### config.mk
export PLATFORM = sky130hd
export DESIGN_NAME = sap1_mem_arbiter
export DESIGN_NICKNAME = d
export VERILOG_FILES = /design/src/rtl/sap1_pkg.sv /design/src/rtl/sap1_rr_pick.sv /design/src/rtl/sap1_mem_arbiter.sv
export SDC_FILE = /design/constraint.sdc
export NUM_CORES = 1
export LEC_CHECK = 0
export ABC_AREA = 1
export CORE_MARGIN = 2
export CORE_UTILIZATION = 39
export DETAILED_ROUTE_END_ITERATION = 12
export PLACE_DENSITY = 0.74
export SLEW_MARGIN = 10
export SYNTH_ARGS = -nofsm -noshare
export SYNTH_HDL_FRONTEND = slang
export SYNTH_SLANG_ARGS = --single-unit
### constraint.sdc
create_clock -name clk -period 3 [get_ports clk]
set_clock_uncertainty 0.1 [all_clocks]
set_input_delay 0.6 -clock clk [delete_from_list [all_inputs] [get_ports clk]]
set_output_delay 0.6 -clock clk [all_outputs]
set_load 0.005 [all_outputs]
### src/rtl/sap1_pkg.sv
// Shared types for the SAP-1 memory arbiter: default widths, owner encoding
// and arbiter FSM states.
package sap1_pkg;

    localparam int AW_DEF = 4;
    localparam int DW_DEF = 8;
    localparam int LOCK_W = 8;

    typedef enum logic [1:0] {
        OWN_NONE = 2'd0,
        OWN_CPU  = 2'd1,
        OWN_LD   = 2'd2
    } owner_t;

    typedef enum logic [1:0] {
        IDLE    = 2'd0,
        GNT_CPU = 2'd1,
        GNT_LD  = 2'd2
    } state_t;

endpackage

### src/rtl/sap1_rr_pick.sv
// Combinational 2-way round-robin picker: on a tie the requester that did not
// own the previous grant wins; force_cpu overrides everything.
module sap1_rr_pick
    import sap1_pkg::*;
(
    input  logic   req_cpu,
    input  logic   req_ld,
    input  owner_t last_owner,
    input  logic   force_cpu,
    output owner_t owner
);

    always_comb begin
        owner = OWN_NONE;
        if (force_cpu) begin
            owner = OWN_CPU;
        end else if (req_cpu && req_ld) begin
            owner = (last_owner == OWN_CPU) ? OWN_LD : OWN_CPU;
        end else if (req_cpu) begin
            owner = OWN_CPU;
        end else if (req_ld) begin
            owner = OWN_LD;
        end
    end

endmodule

### src/rtl/sap1_mem_arbiter.sv
// Single-port program/data RAM arbiter between the CPU sequencer and the
// external loader: round-robin with a bounded loader lock for burst writes.
module sap1_mem_arbiter
    import sap1_pkg::*;
#(
    parameter int AW       = AW_DEF,
    parameter int DW       = DW_DEF,
    parameter int MAX_LOCK = 8
) (
    input  logic          clk,
    input  logic          rst,
    input  logic          cpu_req,
    input  logic          cpu_we,
    input  logic [AW-1:0] cpu_addr,
    input  logic [DW-1:0] cpu_wdata,
    output logic          cpu_gnt,
    output logic          cpu_rvalid,
    input  logic          ld_req,
    input  logic          ld_lock,
    input  logic          ld_we,
    input  logic [AW-1:0] ld_addr,
    input  logic [DW-1:0] ld_wdata,
    output logic          ld_gnt,
    output logic          ld_rvalid,
    output logic          mem_re,
    output logic          mem_we,
    output logic [AW-1:0] mem_addr,
    output logic [DW-1:0] mem_wdata,
    input  logic [DW-1:0] mem_rdata,
    output logic [DW-1:0] rdata,
    output logic          lock_timeout
);

    localparam logic [LOCK_W-1:0] LOCK_LIM = LOCK_W'(MAX_LOCK);

    state_t              state, state_nxt;
    owner_t              last_owner, pick, owner;
    logic [LOCK_W-1:0]   lock_cnt, cnt_nxt;
    logic                lock_active, timeout;
    logic                rvalid_any;
    logic [DW-1:0]       rdata_q;

    function automatic logic [LOCK_W-1:0] sat_inc(input logic [LOCK_W-1:0] c);
        return (c == '1) ? c : c + LOCK_W'(1);
    endfunction

    sap1_rr_pick u_pick (
        .req_cpu   (cpu_req),
        .req_ld    (ld_req),
        .last_owner(last_owner),
        .force_cpu (timeout),
        .owner     (pick)
    );

    // A held loader lock beats round-robin until the CPU has waited MAX_LOCK grants.
    always_comb begin
        lock_active = (state == GNT_LD) && ld_lock && ld_req;
        timeout     = lock_active && cpu_req && (lock_cnt >= LOCK_LIM);
        owner       = (lock_active && !timeout) ? OWN_LD : pick;
        cnt_nxt     = (lock_active && !timeout && cpu_req) ? sat_inc(lock_cnt) : '0;
    end

    always_comb begin
        state_nxt = IDLE;
        case (owner)
            OWN_CPU: state_nxt = GNT_CPU;
            OWN_LD:  state_nxt = GNT_LD;
            default: state_nxt = IDLE;
        endcase
    end

    always_ff @(posedge clk) begin
        if (rst) begin
            state <= IDLE;
        end else begin
            state <= state_nxt;
        end
    end

    // Access strobes and address are latched at the grant edge; the requester
    // holds its inputs until the grant, so these equal the owner's inputs.
    always_ff @(posedge clk) begin
        if (rst) begin
            last_owner   <= OWN_LD;
            lock_cnt     <= '0;
            lock_timeout <= 1'b0;
            mem_re       <= 1'b0;
            mem_we       <= 1'b0;
            mem_addr     <= '0;
            mem_wdata    <= '0;
            cpu_rvalid   <= 1'b0;
            ld_rvalid    <= 1'b0;
            rdata_q      <= '0;
        end else begin
            lock_cnt     <= cnt_nxt;
            lock_timeout <= timeout;
            mem_re       <= 1'b0;
            mem_we       <= 1'b0;
            case (owner)
                OWN_CPU: begin
                    last_owner <= OWN_CPU;
                    mem_re     <= ~cpu_we;
                    mem_we     <= cpu_we;
                    mem_addr   <= cpu_addr;
                    mem_wdata  <= cpu_wdata;
                end
                OWN_LD: begin
                    last_owner <= OWN_LD;
                    mem_re     <= ~ld_we;
                    mem_we     <= ld_we;
                    mem_addr   <= ld_addr;
                    mem_wdata  <= ld_wdata;
                end
                default: ;
            endcase
            cpu_rvalid <= cpu_gnt & mem_re;
            ld_rvalid  <= ld_gnt & mem_re;
            if (rvalid_any) begin
                rdata_q <= mem_rdata;
            end
        end
    end

    // The RAM output register already supplies the data in the rvalid cycle.
    assign cpu_gnt    = (state == GNT_CPU);
    assign ld_gnt     = (state == GNT_LD);
    assign rvalid_any = cpu_rvalid | ld_rvalid;
    assign rdata      = rvalid_any ? mem_rdata : rdata_q;

endmodule

==> results of run 1 <==
[metrics by stage]
stage	utilization, %	total power [W]	std cells	hold WS (ns)
after global placement	57.8	0.000744	325	0.344
after global routing	59.9	0.00113	332	0.397
after CTS	59.9	0.00109	332	0.360
after detailed placement	57.8	0.000747	325	0.346
after floorplan	-	0.000638	215	0.335
final	59.9	0.00107	332	0.362
[sequential cells by signal, indices dropped and copies added, names as in the netlist]
name,cells
last_owner,2
rdata_q,8
ld_rvalid,1
mem_addr,4
lock_cnt,8
mem_we,1
cpu_rvalid,1
mem_re,1
mem_wdata,8
state,2
lock_timeout,1
[synth_stat cells]
| cell | number | share of area (%) |
|---|---|---|
| dfxtp_1 | 37 | 45 |
| o21ai_1 | 3 | 0.91 |
| inv_1 | 28 | 6.4 |
| nor3_1 | 1 | 0.30 |
| buf_4 | 3 | 1.4 |
| nand2_2 | 2 | 0.76 |
| buf_6 | 2 | 1.4 |
| conb_1 | 1 | 0.23 |
| o31ai_2 | 7 | 5.3 |
| nor2_2 | 3 | 1.1 |
| nand2_1 | 38 | 8.7 |
| nand3_2 | 1 | 0.61 |
| and2_1 | 1 | 0.38 |
| nor2_1 | 43 | 9.8 |
| ha_1 | 6 | 4.6 |
| a21oi_1 | 5 | 1.5 |
| nor2_8 | 1 | 1.2 |
| a22oi_2 | 1 | 0.76 |
| inv_2 | 7 | 1.6 |
| o21ai_0 | 12 | 3.7 |
| buf_2 | 2 | 0.61 |
| nor2_4 | 2 | 1.4 |
| o31ai_1 | 2 | 0.91 |
| nand3_1 | 2 | 0.61 |
| nor4_1 | 2 | 0.76 |
[final cells by class]
| type | instances | area share, % |
|---|---|---|
| Sequential cell | 37 | 30.7 |
| Multi-Input combinational cell | 136 | 30.1 |
| Timing Repair Buffer | 67 | 27.6 |
| Inverter | 35 | 5.44 |
| Clock buffer | 7 | 3.58 |
| Tap cell | 50 | 2.59 |
[report_power, final]
part / switching (W) / internal (W) / total, W / leakage [nW]
Combinational: 0.0000823 / 0.000114 / 0.000197 / 0.744
Sequential: 0.0000168 / 0.000522 / 0.000539 / 0.303
Clock: 0.000158 / 0.000182 / 0.000340 / 0.0443
Total: 0.000257 / 0.000818 / 0.00107 / 1.09
[tightest hold or removal path, stage by stage (launching register included)]
cell and delay, ns:
dfxtp_1 0.31, inv_1 0.07, nor4_1 0.04
[worst max-delay path by stage]
stage                       from      endpoint  slack (ns)  cells past startpoint
finish              mem_rdata[3]      rdata[3]        0.57                      4
global route              ld_req  mem_wdata[2]        0.44                     12
CTS                 mem_rdata[2]      rdata[2]        0.56                      4
detailed placement        ld_req  mem_wdata[1]        0.29                     11
global placement          ld_req   mem_addr[2]        0.36                     12
floorplan                ld_lock  mem_wdata[4]        0.90                     11
[per-layer routing]
metal / vias to the layer above / wire (um) / track usage, %
li1: 781 / - / -
met1: 631 / 1460 / 17.9
met2: 54 / 1640 / 28.2
met3: 2 / 375 / 7.95
met4: 0 / 22 / 5.88
met5: - / 0 / 0
[logic make-up after synthesis]
| logic type | Yosys count | synth area share (%) |
|---|---|---|
| AO/OA/AOI/OAI | 30 | 13.1 |
| buffers and inverters | 42 | 11.3 |
| flip-flops | 37 | 45.1 |
| other | 1 | 0.228 |
| adder cells (fa/ha/maj) | 6 | 4.57 |
| AND/OR/NAND/NOR | 96 | 25.7 |
==> impl_results.md, run 1 <==
- Status: complete, no violations
- Root buf cell: clkbuf_8
- Core Rows: 23
- Hold Vio Cnt, Final: 0
- TritonCTS clock tree: built
- ANT nets after route: 0
- I/O Buffers: 65
- RSZ-0062 raised after global routing: no
- Post-Syn Instances: 212
- Crit path top cell by count: clkdlybuf4s50_1
- Worst Setup End Kind: primary output
- WL per Instance: 10.6 um
- Placed cell areas: 2330 um2
- RR Startpoint: lock_cnt[4]
- CP max-delay cell: clkdlybuf4s50_1
- Arrival @ worst endpoint: 1.73 ns
- Maximum capacitance violations: 0
- CTS H-tree depth: 2
- CORE AREA: 4030 um2
- Area delta synth->final: 46.9%
- Die X: 68.9 um
- Post-synthesis sequential area ratio: 45.1%
- DIE HEIGHT: 68.9 um
- Pwr/cell area: 445 nW/um2
- Largest net degree at the start of global routing: 17
- Max Clk Rate: 0.411 GHz
- Yosys warns: 0
- Hold Crit Start: mem_re
- Final period util: 81.1%
- Vias in the first global route: 1,436
- DRC: 0
- Initial Util: 40.8%
- # clock sinks: 37
- Pre-antenna DRT Iters: 4
- Register-to-register setup slack: 0.92 ns
- CTS Hold Bufs: 0
- Synthesized area per cell: 7.75 um2
- Leakage power: 1.09 nW
- # resized after CTS: 0
- # IOs: 66
- First-pass GRT wire length: 5810 um
- Final setup fails: 0
- CP Max Fanout: 2
- Tmin final: 2.43 ns
- Critical path class: primary input to primary output
- Max-slew violations: 0
- Hold Path Cell Cnt: 2
- CP bufs+invs: 3
- Yosys reg bits: 37
- Worst-skew pair later-pin latency: 0.28 ns
- Post-CTS Setup Inserts: 0
- Number of fill cells in the layout: 383
- Final WL: 3500 um
- Multi-input gate area: 727 um2
- Synth unique cells: 25
- Share of cells above drive strength 1: 11.3%
- Worst r2r dst: mem_wdata[0]
- Worst setup margin: 0.568 ns
- Leading cell type in the layout, fill and taps excluded: clkdlybuf4s50_1
- Initial antenna violation count: 0
- Mean number of vias per cell: 4.42
- CP delay by family, top: buffers and inverters
- Hold Path Sink: cpu_rvalid
- Sum Neg Setup Slack: 0 ns
- Mapped Area: 1640 um2
- Cell chain of the critical path: clkdlybuf4s50_1, o21ai_0, inv_1, clkdlybuf4s50_1
- Total GRT Usage: 16.6%
- Design area: 2410 um2
- Clock buffer depth: 2
- Num CTS Buffers: 5
- Remaining Overflow, GRT: 0
- Reg area: 741 um2
- Max VDD drop: 0.000222 V
- Hold/Removal Path Class: flop to flop
- Max stage delay on crit path: 0.44 ns
- Drt first-iter violations: 65
- Worst-path clk slew: 0.07 ns
- Dpl ws: 0.294 ns
- Most frequent cells in the layout: 65 x clkdlybuf4s50_1, 43 x nor2_1, 38 x nand2_1, 37 x dfxtp_1, 28 x inv_1
- Detail Placement HPWL: 2650 um
- Crit start category: primary input
- GPL Wtd Cong: 0.704
- Worst R2R Path Depth: 11
- Worst path required time: 2.30 ns
- Antenna cells: 0
- Routed via count: 1,468
- Die Area: 4750 um2
- Final net count: 327
Power figures use the tool's default switching activity.
==> run 2: changes to the inputs <==
==> constraint.sdc (replaced) <==
create_clock -name clk -period 2.3 [get_ports clk]
set_clock_uncertainty 0.1 [all_clocks]
set_input_delay 0.46 -clock clk [delete_from_list [all_inputs] [get_ports clk]]
set_output_delay 0.46 -clock clk [all_outputs]
set_load 0.005 [all_outputs]
==> run 2 against run 1 <==
Via count is 2.4% higher. Setup slack worse by 0.44 ns. First-iteration DRC count down 37%. Hold slack worse by 0.0056 ns. Largest power group unchanged. Global-route usage decreased by 1.5 points. Critical path type unchanged. Total power up 44%. Routed wire length fell by 1.5%. Highest routed layer unchanged. Combinational power up 41%.
==> impl_results.md, run 2 (synthesis results as in run 1) <==
- Status: complete, no violations
- Area delta synth->final: 55.1%
- Max VDD drop: 0.000355 V
- CTS H-tree depth: 2
- Hold Vio Cnt, Final: 0
- Worst-skew pair later-pin latency: 0.29 ns
- GPL Wtd Cong: 0.760
- DIE HEIGHT: 68.9 um
- Clock buffer depth: 2
- Worst R2R Path Depth: 11
- CORE AREA: 4030 um2
- Register-to-register setup slack: 0.39 ns
- # clock sinks: 37
- Crit start category: primary input
- RR Startpoint: state[1]
- Worst r2r dst: mem_wdata[1]
- Tmin final: 2.17 ns
- # IOs: 66
- Initial Util: 40.8%
- Max Clk Rate: 0.460 GHz
- Final net count: 337
- Worst Setup End Kind: primary output
- Pre-antenna DRT Iters: 4
- Core Rows: 23
- First-pass GRT wire length: 5230 um
- Mean number of vias per cell: 4.38
- CP Max Fanout: 2
- TritonCTS clock tree: built
- Initial antenna violation count: 0
- Final WL: 3450 um
- Worst-path clk slew: 0.07 ns
- Top Registers: lock_cnt: 8 flops, mem_wdata: 8 flops, rdata_q: 8 flops
- Num CTS Buffers: 5
- Remaining Overflow, GRT: 0
- Critical path destination: rdata[2]
- Tot Pwr: 0.00155 W
- Max-slew violations: 0
- Detail Placement HPWL: 2610 um
- Final setup fails: 0
- Sum Neg Setup Slack: 0 ns
- Most frequent cells in the layout: 65 x clkdlybuf4s50_1, 43 x nor2_1, 38 x nand2_1, 37 x dfxtp_1, 28 x inv_1
- Share of cells above drive strength 1: 15.4%
- Arrival @ worst endpoint: 1.61 ns
- Post-CTS Setup Inserts: 0
- CTS Hold Bufs: 0
- Vias in the first global route: 1,269
- Critical path class: primary input to primary output
- WL per Instance: 10.1 um
- Largest net degree at the start of global routing: 17
- Hold/Removal Path Class: flop to flop
- Total GRT Usage: 15.1%
- Routed via count: 1,503
- Worst path required time: 1.74 ns
- Final core utilization: 63.2%
- DRC: 0
- Maximum capacitance violations: 0
- Leading cell type in the layout, fill and taps excluded: clkdlybuf4s50_1
- Number of fill cells in the layout: 362
- Root buf cell: clkbuf_8
- Final period util: 94.6%
- Drt first-iter violations: 41
- # resized after CTS: 0
- Crit. Startpoint: mem_rdata[2]
- Die Area: 4750 um2
- I/O Buffers: 65
- Leakage power: 1.16 nW
- Die X: 68.9 um
- ANT nets after route: 0
- Antenna cells: 0
- RSZ-0062 raised after global routing: no
- Pwr/cell area: 608 nW/um2
run 2: area by class of cell:
class | instances | area (um2) | area share (%)
inverter | 35 | 136 | 5.35
tap | 50 | 62.6 | 2.46
multi-input combinational | 137 | 746 | 29.3
clock inverter | 1 | 30.0 | 1.18
timing repair buffer | 76 | 746 | 29.3
sequential | 37 | 741 | 29.1
clock buffer | 7 | 86.3 | 3.39
run 2: worst min-delay path by stage:
stage,cells after the start,to,from,slack (ns)
global placement,2,ld_rvalid,mem_re,0.34
global route,2,ld_rvalid,mem_re,0.39
detailed placement,2,last_owner[0],last_owner[0],0.35
finish,2,last_owner[0],last_owner[0],0.36
CTS,2,last_owner[0],last_owner[0],0.36
floorplan,2,last_owner[0],last_owner[0],0.33
run 2: report_power, final:
group / internal (W) / switching [W] / leakage (nW)
clock network: 0.000353 / 0.000219 / 0.0585
logic: 0.000166 / 0.000111 / 0.797
registers: 0.000680 / 0.0000198 / 0.303
total: 0.00120 / 0.000350 / 1.16
run 2: metrics by stage:
stage	setup WS (ns)	cells	hold slack [ns]	instance area, um2
floorplan	0.344	215	0.335	1650
global placement	-0.171	334	0.343	2410
detailed placement	-0.221	334	0.351	2410
CTS	0.0388	342	0.362	2520
global route	0.0204	343	0.386	2550
finish	0.125	343	0.357	2550
run 2: metal layers:
metal / global-route usage, % / vias to the layer above / wire [um]
met5: 0 / - / 0
met4: 6.62 / 0 / 67
met3: 5.84 / 5 / 308
met2: 25.4 / 48 / 1570
met1: 17.0 / 645 / 1500
li1: - / 805 / -
run 2: worst max-delay path, stage by stage:
cell and delay [ns]:
clkdlybuf4s50_1 0.40, o21ai_0 0.24, inv_1 0.07, clkdlybuf4s50_1 0.45
==> patch, RTL diff (config.mk and constraints of run 2) <==
Re-encode `owner_t` (3 values) as one-hot, 3 bits wide.
--- a/src/rtl/sap1_pkg.sv
+++ b/src/rtl/sap1_pkg.sv
@@ -6,10 +6,10 @@
     localparam int DW_DEF = 8;
     localparam int LOCK_W = 8;
 
-    typedef enum logic [1:0] {
-        OWN_NONE = 2'd0,
-        OWN_CPU  = 2'd1,
-        OWN_LD   = 2'd2
+    typedef enum logic [2:0] {
+        OWN_NONE = 3'b001,
+        OWN_CPU  = 3'b010,
+        OWN_LD   = 3'b100
     } owner_t;
 
     typedef enum logic [1:0] {
Formal check against the unedited RTL: no difference found for any inputs over 10 cycles, from zero or initial values and one cycle with rst high; not proved beyond that.
==> patch against run 2 <==
Area after synthesis up 5.0%; sequential share of layout area decreased by 0.27 points; fmax is 0.35% higher; first-iteration DRC count is 51% higher; sequential power decreased by 1%; total power rose by 4.5%; sequential cell count did not move; worst setup slack improved by 0.0075 ns; critical path depth stayed put; cell area is 0.93% higher; critical path type unchanged; non-clock buffer count fell by 4; hold slack got worse by 0.0011 ns; register-to-register slack better by 0.51 ns; routed wire length rose by 0.14%.
==> patch: results (changes against run 2) <==
grt:
  grt_max_degree: 27  # +10
  grt_pass1_vias: 1376  # +8.4%
  antenna_found_initial: 0  # unchanged
  grt_use_total_pct: 14.73  # -0.39 points
  grt_pass1_wl_um: 5782  # +11%
clock_network:
  ctsLongestPathBuffers: 2  # unchanged
  cts_root_buf: "clkbuf_8"
hold_path:
  min_to: "cpu_rvalid"
  min_from: "mem_re"
synthesis:
  synthArstFlopShare_pct: 0  # unchanged
  synthAdderAreaFrac_pct: 1.451  # -3.1 points
  synthTopCellsByCount: "43 x nor2_1, 41 x inv_1, 37 x dfxtp_1"
  synthTopCellsByArea: "dfxtp_1 43%, nor2_1 9.4%, inv_1 8.9%, nand2_1 7.0%, nand3_2 6.4%"
  yosysSeqAreaShare_pct: 42.96  # -2.1 points
  ys_types: 27  # +8.0%
  synth_compound_area_share_pct: 4.644  # -8.5 points
detailed_routing:
  wl_per_cell_um: 9.651  # -4.1%
  drt-initial-drc-count: 62  # +51%
  vias: 1538  # +2.3%
worst_setup_path:
  reg2regPathDepth: 8  # -3
  r2r_end: "mem_wdata[7]"
  timing.reg2reg.setup_slack_ns: 0.90  # +0.51 ns
placed_design:
  finalWeightedCongestion: 0.7428  # -2.3%
  dpl.hpwl_um: 2624  # +0.42%
  place_area_um2: 2437  # +1.2%
timing:
  setup_viol: 0  # unchanged
cells_and_area:
  drive_gt1_share_pct: 13.73  # -1.6 points
  fillCellCount: 396  # +9.4%
  fin_nets: 346  # +2.7%
outcome:
  status: "complete, no violations"
pwr:
  p_int_uw: 1266  # +5.5%
  ir_drop_v: 0.0003247  # -8.5%
  leakage_uw: 0.001281  # +11%
patch: stage by stage:
stage	setup slack (ns)	utilization, %	cells	hold WS, ns
finish	0.1327	59.88	358	0.3556
global route	0.03354	59.88	358	0.3831
CTS	0.1212	59.88	358	0.3568
detailed placement	0.1243	56.76	350	0.3465
global placement	0.1405	56.76	350	0.3483
floorplan	0.6889	-	235	0.3478
patch: cell type report:
class,instances,area [um^2],share of cell area [%]
clock buffer,5,68.82,2.676
clock inverter,3,65.06,2.530
inverter,43,161.4,6.277
multi-input combinational,146,754.5,29.34
sequential,37,740.7,28.81
tap,52,65.06,2.530
timing repair buffer,72,715.7,27.83
patch: worst max-delay path by stage:
stage	from	slack, ns	cells after the start	to
4_1_cts	mem_rdata[1]	0.12	4	rdata[1]
6_report	mem_rdata[6]	0.13	4	rdata[6]
3_5_place_dp	mem_rdata[6]	0.12	4	rdata[6]
3_3_place_gp	mem_rdata[5]	0.14	4	rdata[5]
5_1_grt	cpu_rvalid	0.03	5	rdata[3]
2_1_floorplan	ld_rvalid	0.69	5	rdata[5]
patch: metal layers:
layer / part of all wire [%] / wire length [um] / GRT usage (%)
met5: 0 / 0 / 0
met4: 0.72 / 25 / 5.128
met2: 45 / 1546 / 23.90
met1: 45 / 1559 / 17.29
met3: 9.4 / 325 / 6.349
patch: worst register-to-register path, stage by stage, from the launching register on:
cell     delay, ns
dfxtp_1       0.42
nand2_4       0.09
nor2_4        0.11
nand3_4       0.14
buf_4         0.20
nand3_1       0.09
nand3_2       0.08
nand2_1       0.06
inv_1         0.03
patch: power groups by stage:
stage               Combinational, uW  Clock (uW)  Sequential, uW
floorplan                         128           0             707
global placement                  274           0             706
finish                            274         654             691
CTS                               278         674             691
detailed placement                276           0             705
global route                      305         702             696
